==> src/rtl/unidade_busca_pkg.sv <==
// Shared definitions for the instruction fetch unit: FSM state encoding,
// default word width and instruction buffer depth.
package unidade_busca_pkg;

    localparam int unsigned LARGURA      = 16;
    localparam int unsigned PROFUNDIDADE = 2;
    localparam int unsigned LARGURA_CONT = 2;

    typedef enum logic [1:0] {
        OCIOSO     = 2'd0,
        REQUISITA  = 2'd1,
        INCREMENTA = 2'd2,
        DESCARTA   = 2'd3
    } estado_t;

endpackage

==> src/rtl/unidade_busca_if.sv <==
// Instruction-memory read channel between the fetch unit (master) and the
// instruction memory (slave).
//   memReq      : read request, held until memAck
//   memEndereco : read address, stable while memReq=1
//   memAck      : completion strobe, memDado valid in the same cycle
//   memDado     : instruction word returned by memory
interface unidade_busca_if #(
    parameter int unsigned LARGURA = unidade_busca_pkg::LARGURA
);
    import unidade_busca_pkg::*;

    logic               memReq;
    logic [LARGURA-1:0] memEndereco;
    logic               memAck;
    logic [LARGURA-1:0] memDado;

    modport master (
        output memReq,
        output memEndereco,
        input  memAck,
        input  memDado
    );

    modport slave (
        input  memReq,
        input  memEndereco,
        output memAck,
        output memDado
    );

endinterface

==> src/rtl/unidade_busca_fila_instrucao.sv <==
// Two-entry instruction FIFO holding {instruction, address} pairs.
//   clk, rst_n : clock, async active-low reset
//   push_i     : write dado_i at the tail
//   pop_i      : drop the head (ignored when empty)
//   flush_i    : empty the queue; has priority over push/pop
//   dado_i     : entry to write
//   cabeca_o   : head entry; keeps its last value while empty
//   cont_o     : number of valid entries
module fila_instrucao #(
    parameter int unsigned LARGURA_ENTRADA = 32,
    parameter int unsigned PROFUNDIDADE    = 2
) (
    input  logic                       clk,
    input  logic                       rst_n,
    input  logic                       push_i,
    input  logic                       pop_i,
    input  logic                       flush_i,
    input  logic [LARGURA_ENTRADA-1:0] dado_i,
    output logic [LARGURA_ENTRADA-1:0] cabeca_o,
    output logic [1:0]                 cont_o
);
    import unidade_busca_pkg::*;

    logic [LARGURA_ENTRADA-1:0] ent0_q, ent0_d;
    logic [LARGURA_ENTRADA-1:0] ent1_q, ent1_d;
    logic [LARGURA_CONT-1:0]    cont_q, cont_d;
    logic                       pop_ok;
    logic                       cheia;

    assign pop_ok = pop_i && (cont_q != '0);
    assign cheia  = (cont_q >= LARGURA_CONT'(PROFUNDIDADE));

    // Next-state: the head only shifts when a second entry exists, so an
    // emptied queue keeps presenting the last popped entry.
    always_comb begin
        ent0_d = ent0_q;
        ent1_d = ent1_q;
        cont_d = cont_q;
        if (flush_i) begin
            cont_d = '0;
        end else if (push_i && pop_ok) begin
            if (cont_q == LARGURA_CONT'(1)) begin
                ent0_d = dado_i;
            end else begin
                ent0_d = ent1_q;
                ent1_d = dado_i;
            end
        end else if (push_i && !cheia) begin
            if (cont_q == '0) begin
                ent0_d = dado_i;
            end else begin
                ent1_d = dado_i;
            end
            cont_d = cont_q + LARGURA_CONT'(1);
        end else if (pop_ok) begin
            if (cont_q == LARGURA_CONT'(2)) begin
                ent0_d = ent1_q;
            end
            cont_d = cont_q - LARGURA_CONT'(1);
        end
    end

    // Storage registers
    always_ff @(posedge clk or negedge rst_n) begin
        if (!rst_n) begin
            ent0_q <= '0;
            ent1_q <= '0;
            cont_q <= '0;
        end else begin
            ent0_q <= ent0_d;
            ent1_q <= ent1_d;
            cont_q <= cont_d;
        end
    end

    assign cabeca_o = ent0_q;
    assign cont_o   = cont_q;

endmodule

==> src/rtl/unidade_busca.sv <==
// Instruction fetch unit: issues one instruction-memory read at a time from
// the current PC, pulses incrementaPC after each accepted word, and queues
// fetched words in a 2-entry buffer for the decoder. desvio flushes the
// buffer and turns an in-flight read into a discarded one.
//   Clock, Resetn : clock, async active-low reset
//   habilita      : fetch enable (gates new requests only)
//   pcAtual       : current PC value
//   desvio        : PC written with a jump target this cycle
//   incrementaPC  : one-cycle pulse to advance the PC
//   mem           : instruction-memory read channel (master side)
//   instrucao     : head-of-buffer instruction
//   instrEndereco : address the head instruction was fetched from
//   instrValida   : buffer non-empty
//   instrPronta   : decoder accepts the head this cycle
module unidade_busca #(
    parameter int unsigned LARGURA      = unidade_busca_pkg::LARGURA,
    parameter int unsigned PROFUNDIDADE = unidade_busca_pkg::PROFUNDIDADE
) (
    input  logic               Clock,
    input  logic               Resetn,
    input  logic               habilita,
    input  logic [LARGURA-1:0] pcAtual,
    input  logic               desvio,
    output logic               incrementaPC,
    unidade_busca_if.master    mem,
    output logic [LARGURA-1:0] instrucao,
    output logic [LARGURA-1:0] instrEndereco,
    output logic               instrValida,
    input  logic               instrPronta
);
    import unidade_busca_pkg::*;

    estado_t                 estado_q, estado_d;
    logic [LARGURA-1:0]      end_reg_q, end_reg_d;
    logic                    push_c;
    logic                    pop_c;
    logic [LARGURA_CONT-1:0] fila_cont;
    logic [2*LARGURA-1:0]    fila_cabeca;

    // Next-state and request/push decode
    always_comb begin
        estado_d  = estado_q;
        end_reg_d = end_reg_q;
        push_c    = 1'b0;
        unique case (estado_q)
            OCIOSO: begin
                if (habilita && !desvio &&
                    (fila_cont < LARGURA_CONT'(PROFUNDIDADE))) begin
                    estado_d  = REQUISITA;
                    end_reg_d = pcAtual;
                end
            end
            REQUISITA: begin
                if (mem.memAck) begin
                    if (desvio) begin
                        estado_d = OCIOSO;
                    end else begin
                        push_c   = 1'b1;
                        estado_d = INCREMENTA;
                    end
                end else if (desvio) begin
                    estado_d = DESCARTA;
                end
            end
            INCREMENTA: begin
                estado_d = OCIOSO;
            end
            DESCARTA: begin
                // Wait out the stale read; its data is dropped.
                if (mem.memAck) begin
                    estado_d = OCIOSO;
                end
            end
            default: begin
                estado_d = OCIOSO;
            end
        endcase
    end

    // State and request address registers
    always_ff @(posedge Clock or negedge Resetn) begin
        if (!Resetn) begin
            estado_q  <= OCIOSO;
            end_reg_q <= '0;
        end else begin
            estado_q  <= estado_d;
            end_reg_q <= end_reg_d;
        end
    end

    assign mem.memReq      = (estado_q == REQUISITA) || (estado_q == DESCARTA);
    assign mem.memEndereco = end_reg_q;
    // A jump in the same cycle overrides the increment at the PC register.
    assign incrementaPC    = (estado_q == INCREMENTA) && !desvio;
    assign pop_c           = instrValida && instrPronta;

    fila_instrucao #(
        .LARGURA_ENTRADA (2*LARGURA),
        .PROFUNDIDADE    (PROFUNDIDADE)
    ) u_fila (
        .clk      (Clock),
        .rst_n    (Resetn),
        .push_i   (push_c),
        .pop_i    (pop_c),
        .flush_i  (desvio),
        .dado_i   ({mem.memDado, end_reg_q}),
        .cabeca_o (fila_cabeca),
        .cont_o   (fila_cont)
    );

    assign instrucao     = fila_cabeca[2*LARGURA-1:LARGURA];
    assign instrEndereco = fila_cabeca[LARGURA-1:0];
    assign instrValida   = (fila_cont != '0);

endmodule

==> src/flat_wrapper.sv <==
// flat-port wrapper written by rule: the top's interface ports become plain ports
module unidade_busca_flat import unidade_busca_pkg::*;
#(
    parameter int unsigned LARGURA      = unidade_busca_pkg::LARGURA,
    parameter int unsigned PROFUNDIDADE = unidade_busca_pkg::PROFUNDIDADE
)
  (Clock, Resetn, habilita, pcAtual, desvio, incrementaPC, instrucao, instrEndereco, instrValida, instrPronta, mem_memReq, mem_memEndereco, mem_memAck, mem_memDado);
  unidade_busca_if #(.LARGURA(LARGURA)) mem_i ();
  input  logic Clock;
  input  logic Resetn;
  input  logic habilita;
  input  logic [LARGURA-1:0] pcAtual;
  input  logic desvio;
  output logic incrementaPC;
  output logic [LARGURA-1:0] instrucao;
  output logic [LARGURA-1:0] instrEndereco;
  output logic instrValida;
  input  logic instrPronta;
  output wire logic [$bits(mem_i.memReq)-1:0] mem_memReq;
  output wire logic [$bits(mem_i.memEndereco)-1:0] mem_memEndereco;
  input wire logic [$bits(mem_i.memAck)-1:0] mem_memAck;
  input wire logic [$bits(mem_i.memDado)-1:0] mem_memDado;
  assign mem_memReq = mem_i.memReq;
  assign mem_memEndereco = mem_i.memEndereco;
  assign mem_i.memAck = mem_memAck;
  assign mem_i.memDado = mem_memDado;
  unidade_busca #(.LARGURA(LARGURA), .PROFUNDIDADE(PROFUNDIDADE)) u_core (.Clock(Clock), .Resetn(Resetn), .habilita(habilita), .pcAtual(pcAtual), .desvio(desvio), .incrementaPC(incrementaPC), .mem(mem_i), .instrucao(instrucao), .instrEndereco(instrEndereco), .instrValida(instrValida), .instrPronta(instrPronta));
endmodule
==> config.mk <==
export PLATFORM = sky130hd
export DESIGN_NAME = unidade_busca_flat
export DESIGN_NICKNAME = d
export VERILOG_FILES = /design/src/rtl/unidade_busca_pkg.sv /design/src/rtl/unidade_busca_if.sv /design/src/rtl/unidade_busca_fila_instrucao.sv /design/src/rtl/unidade_busca.sv /design/src/flat_wrapper.sv
export SDC_FILE = /design/constraint.sdc
export NUM_CORES = 1
export LEC_CHECK = 0
export ABC_AREA = 1
export BUFFER_PORTS_ARGS = -buffer_cell sky130_fd_sc_hd__buf_4
export CAP_MARGIN = 20
export CORE_AREA = 2 2 112 114
export CTS_CLUSTER_SIZE = 10
export DETAILED_ROUTE_END_ITERATION = 7
export DIE_AREA = 0 0 114 116
export PLACE_DENSITY = 0.57
export SYNTH_ARGS = -nofsm -noshare
export SYNTH_HDL_FRONTEND = slang
export SYNTH_SLANG_ARGS = --single-unit
==> constraint.sdc <==
create_clock -name Clock -period 5.6 [get_ports Clock]
set_input_delay 1.12 -clock Clock [delete_from_list [all_inputs] [get_ports Clock]]
set_output_delay 1.12 -clock Clock [all_outputs]
set_load 0.03 [all_outputs]
==> key figures, run 1 <==
Clock tree
  – # clock sinks: 84
  – Post CTS Setup Buffer Count: 0
  – Buffer levels on the longest clock path: 2
  – Num CTS Buffers: 9
  – Clock Latency Late Sink: 0.34 ns
  – Root buf cell: clkbuf_16
  – CTS Hold Bufs: 0
  – CTS H-tree depth: 3
  – CTS tree: done
  – Clk slew on worst S/H paths: 0.06 ns
  – Post-cts resize count: 0

Hold path
  – Hold Path End: u_core.u_fila.cabeca_o[31]$_DFFE_PN0P_
  – Beginning of the worst hold path: u_core.u_fila.cabeca_o[31]$_DFFE_PN0P_
  – WHS Path Cells: 2
  – HP Class: reg -> reg

Place
  – RD Place Congestion: 0.8232
  – Area after DPL: 5268 sq um
  – DP Worst Slack: 1.752 ns
  – PortBufs: 88
  – DP HPWL: 7.929 mm

Timing
  – Hold violation count in the final report: 0
  – Final Slew Violations: 0
  – Worst Skew: 0.004172 ns
  – Final Setup Violations: 0
  – Worst Tran Pin Value: 0.9611 ns
  – Slew headroom: 35.79%
  – Hold slack: 0.4806 ns
  – RSZ-0062 raised after global routing: false
  – Setup TNS: 0 ns
  – Period minus WS final: 3.839 ns
  – Max frequency: 260.5 MHz
  – Final setup margin: 1.761 ns
  – Final Cycle Share: 68.55%

Cells and area
  – Commonest non-fill, non-tap cells in the layout: nand2_1 (266), buf_4 (94), dfrtp_1 (84)
  – Commonest non-fill, non-tap cell in the layout: nand2_1
  – Share of cells above drive strength 1: 16.41%
  – Post-route cell area: 5574 sq um
  – Ant diodes: 0
  – Area grow syn2layout: 22.09%
  – Nets@finish: 762

Global route
  – First-pass GRT wire length: 20.89 mm
  – Initial antenna violation count: 0
  – Largest net degree at the start of global routing: 66
  – Grt ovf: 0
  – Vias in the first global route: 4336
  – GRT Total Usage: 20.08%

Pwr
  – Net Switching: 1417 uW
  – Comb pwr share: 48.3%
  – Leak pwr: 0.003066 uW
  – Power share of the clock group: 17.6%
  – Peak supply drop: 0.2510 mV
  – Pwr dens: 567.5 nW/um^2
  – Sequential power share: 34.1%
  – P_int: 1746 uW
  – Net Sw Frac: 44.80%

Synth
  – Synth unique cells: 24
  – Post-Syn Instances: 654
  – Post-Syn Area: 4566 sq um
  – Sequential cell area fraction in the yosys report: 46.04%
  – Syn Nets: 695
  – Share of Yosys cell area claimed by the top area cell type: 46.04%
  – Avg Cell Area, Syn: 6.981 sq um
  – Seq cells post-synth: 84
  – Top cells by area, synth: dfrtp_1 (46%), nand2_1 (22%), nand3_1 (7.7%)
  – Cell taking the most area after synthesis: dfrtp_1
  – Syn. warnings: 0

Setup path
  – Element type at the critical path start: flop
  – Critical-path cell list: inv_1 > ha_1 > nor2_4 > nand3_2 > a21oi_2 > nand3_1 > buf_4 > nand2_1 > nand2_1
  – Worst r2r dst: u_core.u_fila.cabeca_o[4]$_DFFE_PN0P_
  – FF-to-FF Start: u_core.u_fila.cont_o[0]$_DFFE_PN0P_
  – Crit path DAT: 4.07 ns
  – Worst-case reg-to-reg path depth: 9
  – Worst Path Required: 5.83 ns
  – Worst path slowest cell: nand3_2
  – Worst Setup End Kind: flop
  – Worst path most repeated cell: nand2_1
  – Crit path largest cell delay: 0.83 ns
  – Slack of the worst reg-to-reg path: 1.76 ns
  – CP Class: reg -> reg
  – Worst-path fanout max: 38

Die
  – Num ports: 89
  – Die ar.: 13220 sq um
  – Rows: 40
  – Die span in y: 116 um
  – Die X: 114 um
  – Initial Util: 38.33%
  – Core Region: 11910 sq um

Flow run
  – Max cap viols: 0

Detailed routing
  – Number of routed nets with antenna violations: 0
  – Detailed-route vias per instance: 4.903
  – Initial drt markers: 254
  – Vias: 4275
  – Total Wirelength: 12.34 mm
  – DR DRC count: 0
  – Detailed-router iteration count before antenna repair: 5
  – Wirelength per Cell: 14.15 um

Status
  – Status: complete, no violations
## power by group through the flow
| stage | combinational [uW] | sequential, uW | clock (uW) |
|---|---|---|---|
| after floorplan | 730 | 1360 | 0 |
| after global placement | 1500 | 1080 | 0 |
| after detailed placement | 1530 | 1080 | 0 |
| after CTS | 1530 | 1080 | 571 |
| after global routing | 1720 | 1110 | 593 |
| final | 1530 | 1080 | 557 |
## per-stage QoR
step                      util [%]  power (uW)  std cells
after global placement       44.22        2578        855
after floorplan                  -        2092        654
final                        46.80        3163        872
after global routing         46.80        3429        872
after CTS                    46.50        3180        870
after detailed placement     44.22        2613        855
## cells in the mapped netlist
| library cell | number |
|---|---|
| dfrtp_1 | 84 |
| or2_2 | 1 |
| nand3_2 | 1 |
| buf_6 | 3 |
| clkbuf_1 | 16 |
| buf_2 | 16 |
| buf_1 | 1 |
| nor3_1 | 2 |
| ha_1 | 3 |
| o21ai_0 | 67 |
| a21oi_4 | 1 |
| nand2_1 | 266 |
| nand3_1 | 70 |
| buf_4 | 4 |
| nor2_1 | 22 |
| nor2_2 | 1 |
| nor2_4 | 1 |
| nand4_1 | 2 |
| inv_1 | 73 |
| clkinv_1 | 1 |
| inv_2 | 1 |
| a21oi_2 | 1 |
| a21oi_1 | 16 |
| o32ai_1 | 1 |
## registers in the layout (all words and copies together) (netlist names)
name                    flops
u_core.estado_q             2
u_core.mem.memEndereco     16
u_core.u_fila.ent1_q       32
u_core.u_fila.cabeca_o     32
u_core.u_fila.cont_o        2
## worst max path at each step
stage / startpoint / cells past startpoint / to
finish: u_core.u_fila.cont_o[0]$_DFFE_PN0P_ / 9 / u_core.u_fila.cabeca_o[4]$_DFFE_PN0P_
global route: u_core.u_fila.cont_o[0]$_DFFE_PN0P_ / 9 / u_core.u_fila.cabeca_o[24]$_DFFE_PN0P_
global placement: u_core.u_fila.cont_o[0]$_DFFE_PN0P_ / 9 / u_core.u_fila.cabeca_o[30]$_DFFE_PN0P_
CTS: u_core.u_fila.cont_o[0]$_DFFE_PN0P_ / 9 / u_core.u_fila.cabeca_o[24]$_DFFE_PN0P_
detailed placement: u_core.u_fila.cont_o[0]$_DFFE_PN0P_ / 9 / u_core.u_fila.cabeca_o[5]$_DFFE_PN0P_
floorplan: desvio / 1 / incrementaPC
## final cells by class
cell class | count | area [sq um]
tap | 147 | 183.9
timing repair buffer | 96 | 740.7
sequential | 84 | 2102
inverter | 75 | 281.5
clock buffer | 14 | 264.0
clock inverter | 1 | 7.507
fill | 1224 | 6337
multi-input combinational | 455 | 1994
## cell families (layout without fill, tap and decap cells)
family                     after synthesis  in the layout  synth area share [%]
AOI/OAI and AO/OA                       86             86                 9.839
adders and majority gates                3              3                0.8222
buffers and inverters                  115            186                 10.72
DFF                                     84             84                 46.04
and+or+nand+nor                        366            366                 32.58
## per-layer routing
| metal | wire, um | global-route usage (%) | vias to the layer above |
|---|---|---|---|
| met5 | 0 | 0 | - |
| met4 | 268 | 9.350 | 0 |
| met3 | 600 | 3.504 | 14 |
| met2 | 5858 | 33.37 | 111 |
| met1 | 5608 | 25.65 | 1985 |
| li1 | - | - | 2165 |
## worst max-delay path, delay by kind of cell, from the launching register on
| kind | cells | cell delay, ns |
|---|---|---|
| compound gates | 1 | 0.39 |
| fa+ha+maj | 1 | 0.24 |
| buf+inv | 2 | 0.52 |
| flops | 1 | 0.38 |
| simple gates | 5 | 2.19 |
Power figures use the tool's default switching activity.
==> inputs of run 2 (changes only) <==
==> constraint.sdc (replaced) <==
create_clock -name Clock -period 3.58 [get_ports Clock]
set_input_delay 0.716 -clock Clock [delete_from_list [all_inputs] [get_ports Clock]]
set_output_delay 0.716 -clock Clock [all_outputs]
set_load 0.03 [all_outputs]
==> run 2 against run 1 <==
First-iteration DRC count decreased by 23%. Clock power increased by 57%. Die area did not move. Worst hold slack got worse by 0.16 ns. Sequential power is 56% higher. Via count rose by 0.37%. Cell count is 0.46% higher. Utilization increased by 0.23 points. Design area grew 0.49%. Critical path type unchanged.
==> key figures, run 2 (synthesis results as in run 1) <==
Pwr
  – Pwr dens: 885.6 nW/um^2
  – Leak pwr: 0.003073 uW
  – Peak supply drop: 0.4563 mV

Setup path
  – CP Class: reg -> reg
  – Worst-path fanout max: 32
  – Worst Path Required: 3.86 ns
  – Critical Path End: u_core.u_fila.cabeca_o[10]$_DFFE_PN0P_
  – FF-to-FF Start: u_core.u_fila.cont_o[1]$_DFFE_PN0P_
  – Worst r2r dst: u_core.u_fila.cabeca_o[10]$_DFFE_PN0P_
  – Crit path DAT: 3.00 ns
  – Element type at the critical path start: flop
  – Worst Setup End Kind: flop
  – Slack of the worst reg-to-reg path: 0.86 ns
  – Worst-case reg-to-reg path depth: 9
  – Crit path launch: u_core.u_fila.cont_o[1]$_DFFE_PN0P_

Timing
  – Worst Tran Pin Value: 0.7912 ns
  – Max frequency: 367.7 MHz
  – Setup TNS: 0 ns
  – Final Slew Violations: 0
  – Period minus WS final: 2.720 ns
  – Final setup margin: 0.8603 ns
  – Final Cycle Share: 75.97%
  – Final Setup Violations: 0
  – Slew headroom: 47.13%
  – RSZ-0062 raised after global routing: false
  – Hold slack: 0.3225 ns
  – Worst Skew: 0.007557 ns
  – Hold violation count in the final report: 0

Die
  – Rows: 40
  – Core Region: 11910 sq um
  – Num ports: 89
  – Initial Util: 38.33%
  – Die span in y: 116 um
  – Die X: 114 um
  – Die ar.: 13220 sq um

Cells and area
  – Share of cells above drive strength 1: 17.28%
  – FF/Latch Area: 2102 sq um
  – Finished Layout Cells: 876
  – Layout Utilization: 47.03%
  – Commonest non-fill, non-tap cells in the layout: nand2_1 (266), buf_4 (98), dfrtp_1 (84)
  – Area grow syn2layout: 22.69%
  – Commonest non-fill, non-tap cell in the layout: nand2_1
  – Filler cells: 1238
  – Area occupied by multi-input gates: 1994 sq um
  – Nets@finish: 765
  – Ant diodes: 0

Place
  – RD Place Congestion: 0.8101
  – DP Worst Slack: 0.7324 ns
  – DP HPWL: 7.903 mm
  – Dpl cells: 859
  – PortBufs: 88

Clock tree
  – Clk slew on worst S/H paths: 0.07 ns
  – # clock sinks: 84
  – Post-cts resize count: 0
  – CTS Hold Bufs: 0
  – Buffer levels on the longest clock path: 2
  – CTS tree: done
  – CTS H-tree depth: 3
  – Clock Latency Late Sink: 0.34 ns
  – Num CTS Buffers: 9
  – Root buf cell: clkbuf_16
  – Post CTS Setup Buffer Count: 0

Global route
  – Initial antenna violation count: 0
  – Grt ovf: 0
  – First-pass GRT wire length: 20.66 mm
  – Vias in the first global route: 4297
  – Largest net degree at the start of global routing: 85
  – GRT Total Usage: 19.72%

Detailed routing
  – Total Wirelength: 12.35 mm
  – Initial drt markers: 196
  – Detailed-router iteration count before antenna repair: 6
  – DR DRC count: 0
  – Wirelength per Cell: 14.09 um
  – Number of routed nets with antenna violations: 0
  – Detailed-route vias per instance: 4.898
  – Vias: 4291

Status
  – Status: complete, no violations

Hold path
  – HP Class: in -> async

Flow run
  – Max cap viols: 0
## run 2: cell types whose count changed in the layout (fill, tap and decap cells not counted), sizes merged
cell,previous run,this run
clkbuf,14,9
clkinv,1,2
buf,96,99
clkinvlp,1,5
inv,74,75
## run 2: worst max-delay path, cell delays in order (launching register included)
cell     delay [ns]
dfrtp_1        0.44
inv_1          0.11
ha_1           0.23
nor2_1         0.18
nand3_2        0.43
nand3_2        0.20
nand2_1        0.10
nor2_4         0.64
nand2_1        0.21
nand2_1        0.10
## run 2: worst min path at each step
stage | startpoint | to | slack, ns | depth (start not counted)
CTS | u_core.u_fila.cabeca_o[22]$_DFFE_PN0P_ | u_core.u_fila.cabeca_o[22]$_DFFE_PN0P_ | 0.49 | 2
detailed placement | u_core.u_fila.cabeca_o[22]$_DFFE_PN0P_ | u_core.u_fila.cabeca_o[22]$_DFFE_PN0P_ | 0.47 | 2
global placement | u_core.u_fila.cabeca_o[22]$_DFFE_PN0P_ | u_core.u_fila.cabeca_o[22]$_DFFE_PN0P_ | 0.46 | 2
global route | Resetn | u_core.u_fila.cabeca_o[16]$_DFFE_PN0P_ | 0.35 | 1
finish | Resetn | u_core.u_fila.cabeca_o[21]$_DFFE_PN0P_ | 0.32 | 1
floorplan | Resetn | u_core.estado_q[0]$_DFFE_PN0P_ | 0.42 | 0
## run 2: routing by layer
layer | GRT usage, % | vias to the layer above | share of wire (%)
met5 | 0 | - | 0
met4 | 5.285 | 0 | 1.1
met3 | 3.243 | 12 | 4.8
met2 | 35.44 | 112 | 49
met1 | 24.68 | 1995 | 45
li1 | - | 2172 | -
## run 2: cell type report
| class | count | area share, % |
|---|---|---|
| Clock buffer | 9 | 4.021 |
| Clock inverter | 7 | 0.9158 |
| Inverter | 75 | 5.026 |
| Multi-Input combinational cell | 455 | 35.60 |
| Sequential cell | 84 | 37.53 |
| Tap cell | 147 | 3.283 |
| Timing Repair Buffer | 99 | 13.63 |
## run 2: power by group
group	internal, uW	leakage (uW)	total (uW)	switching, uW
logic	840	0.00190	2410	1570
registers	1390	0.00105	1680	286
clock network	471	0.000120	876	405
total	2700	0.00307	4960	2260
## run 2: per-stage QoR
stage | total power [uW] | instance area (sq um)
after global routing | 5375 | 5602
after detailed placement | 4108 | 5298
after floorplan | 3273 | 4566
final | 4961 | 5602
after global placement | 4056 | 5298
after CTS | 4996 | 5574
==> inputs of run 3 (changes only) <==
--- a/config.mk
+++ b/config.mk
@@ -12,7 +12,7 @@
 export CTS_CLUSTER_SIZE = 10
 export DETAILED_ROUTE_END_ITERATION = 7
 export DIE_AREA = 0 0 114 116
-export PLACE_DENSITY = 0.57
+export PLACE_DENSITY = 0.59
 export SYNTH_ARGS = -nofsm -noshare
 export SYNTH_HDL_FRONTEND = slang
 export SYNTH_SLANG_ARGS = --single-unit
==> constraint.sdc (replaced) <==
create_clock -name Clock -period 2.4 [get_ports Clock]
set_input_delay 0.48 -clock Clock [delete_from_list [all_inputs] [get_ports Clock]]
set_output_delay 0.48 -clock Clock [all_outputs]
set_load 0.03 [all_outputs]
==> run 3 against run 2 <==
Combinational power rose by 51%. Worst hold slack got worse by 0.16 ns. Critical path depth did not move. Count of clock-buffer cells in the layout rose by 4. Via count rose by 2.0%. Global-route usage rose by 0.27 points.
==> key figures, run 3 (synthesis results as in run 1) <==
Global route
  – First-pass GRT wire length: 20.56 mm
  – Grt ovf: 0
  – GRT Total Usage: 19.99%
  – Largest net degree at the start of global routing: 51
  – Vias in the first global route: 4191
  – Initial antenna violation count: 0

Pwr
  – Net Switching: 3330 uW
  – Leak pwr: 0.003130 uW
  – Comb pwr share: 48.3%
  – Net Sw Frac: 44.25%
  – Power share of the clock group: 18.5%
  – Sequential power share: 33.2%
  – Peak supply drop: 0.5075 mV
  – Pwr dens: 1321 nW/um^2
  – P_int: 4195 uW

Place
  – Area after DPL: 5410 sq um
  – RD Place Congestion: 0.8195
  – PortBufs: 88
  – Dpl cells: 865
  – DP HPWL: 8.276 mm
  – DP Worst Slack: 0.4014 ns

Setup path
  – Worst Path Required: 2.65 ns
  – Worst-path fanout max: 20
  – Critical-path cell list: inv_1 > ha_1 > nor2_1 > nand3_2 > buf_4 > a21oi_4 > buf_4 > nand2_1 > o21ai_0
  – Slack of the worst reg-to-reg path: 0.29 ns
  – Crit path max-delay family: buffers and inverters
  – CP Class: reg -> reg
  – FF-to-FF Start: u_core.u_fila.cont_o[1]$_DFFE_PN0P_
  – Crit path largest cell delay: 0.44 ns
  – Worst Path Buf+Inv: 3
  – Crit path DAT: 2.37 ns
  – Worst-case reg-to-reg path depth: 9
  – Worst Setup End Kind: flop
  – Element type at the critical path start: flop
  – Worst path slowest cell: dfrtp_1
  – Worst path most repeated cell: buf_4
  – Worst r2r dst: u_core.u_fila.ent1_q[6]$_DFFE_PN0P_

Clock tree
  – Root buf cell: clkbuf_16
  – Post-cts resize count: 0
  – Clock Latency Late Sink: 0.35 ns
  – Buffer levels on the longest clock path: 2
  – CTS Hold Bufs: 0
  – CTS H-tree depth: 3
  – # clock sinks: 84
  – Num CTS Buffers: 9
  – CTS tree: done
  – Post CTS Setup Buffer Count: 0
  – Clk slew on worst S/H paths: 0.06 ns

Timing
  – Period minus WS final: 2.112 ns
  – Hold slack: 0.1585 ns
  – RSZ-0062 raised after global routing: false
  – Hold violation count in the final report: 0
  – Final Slew Violations: 0
  – Final setup margin: 0.2876 ns
  – Worst Skew: 0.003382 ns
  – Setup TNS: 0 ns
  – Slew headroom: 55.89%
  – Final Setup Violations: 0
  – Worst Tran Pin Value: 0.6617 ns
  – Max frequency: 473.4 MHz
  – Final Cycle Share: 88.02%

Detailed routing
  – Vias: 4377
  – DR DRC count: 0
  – Detailed-route vias per instance: 4.974
  – Total Wirelength: 12.50 mm
  – Number of routed nets with antenna violations: 0
  – Detailed-router iteration count before antenna repair: 4
  – Initial drt markers: 199
  – Wirelength per Cell: 14.20 um

Die
  – Initial Util: 38.33%
  – Die span in y: 116 um
  – Die X: 114 um
  – Die ar.: 13220 sq um
  – Rows: 40
  – Num ports: 89
  – Core Region: 11910 sq um

Cells and area
  – Post-route cell area: 5695 sq um
  – Ant diodes: 0
  – Share of cells above drive strength 1: 17.33%
  – FF/Latch Area: 2102 sq um
  – Area grow syn2layout: 24.75%
  – Commonest non-fill, non-tap cells in the layout: nand2_1 (266), buf_4 (99), dfrtp_1 (84)
  – Finished Layout Cells: 880
  – Nets@finish: 770
  – Area occupied by multi-input gates: 1999 sq um
  – Filler cells: 1207
  – Commonest non-fill, non-tap cell in the layout: nand2_1

Status
  – Status: complete, no violations

Hold path
  – HP Class: in -> async

Flow run
  – Max cap viols: 0
==> run 3: metal layers <==
layer / global-route usage (%) / part of all wire [%] / vias to the layer above
met5: 0 / 0 / -
met4: 8.618 / 2.0 / 0
met3: 4.446 / 5.6 / 20
met2: 32.34 / 46 / 137
met1: 25.93 / 46 / 2038
li1: - / - / 2182
==> run 3: metrics by stage <==
stage                     power [uW]  util (%)
after CTS                       7590     47.82
after global placement          6082     45.42
after detailed placement        6169     45.42
after floorplan                 4882         -
after global routing            8112     47.82
final                           7524     47.82
==> run 3: power groups by stage <==
| stage | clock, uW | combinational [uW] | sequential [uW] |
|---|---|---|---|
| finish | 1390 | 3630 | 2500 |
| global route | 1480 | 4040 | 2590 |
| CTS | 1420 | 3670 | 2510 |
| detailed placement | 0 | 3650 | 2520 |
| global placement | 0 | 3570 | 2510 |
| floorplan | 0 | 1700 | 3180 |
==> run 3: cell type report <==
cell class / instances / share of cell area, %
clock inverter: 2 / 0.6151
inverter: 75 / 4.943
clock buffer: 13 / 4.394
timing repair buffer: 104 / 14.81
sequential: 84 / 36.91
multi-input combinational: 455 / 35.11
tap: 147 / 3.229
==> run 3: how the worst max path moves through the flow <==
stage | startpoint | to | slack, ns | cells after the start
2_1_floorplan | u_core.u_fila.cont_o[0]$_DFFE_PN0P_ | u_core.u_fila.cabeca_o[0]$_DFFE_PN0P_ | 0.63 | 10
3_3_place_gp | u_core.u_fila.cont_o[1]$_DFFE_PN0P_ | u_core.u_fila.ent1_q[5]$_DFFE_PN0P_ | 0.52 | 8
3_5_place_dp | u_core.u_fila.cont_o[1]$_DFFE_PN0P_ | u_core.u_fila.ent1_q[9]$_DFFE_PN0P_ | 0.40 | 8
4_1_cts | u_core.u_fila.cont_o[1]$_DFFE_PN0P_ | u_core.u_fila.ent1_q[6]$_DFFE_PN0P_ | 0.33 | 9
5_1_grt | u_core.u_fila.cont_o[1]$_DFFE_PN0P_ | u_core.u_fila.ent1_q[6]$_DFFE_PN0P_ | 0.21 | 9
6_report | u_core.u_fila.cont_o[1]$_DFFE_PN0P_ | u_core.u_fila.ent1_q[6]$_DFFE_PN0P_ | 0.29 | 9
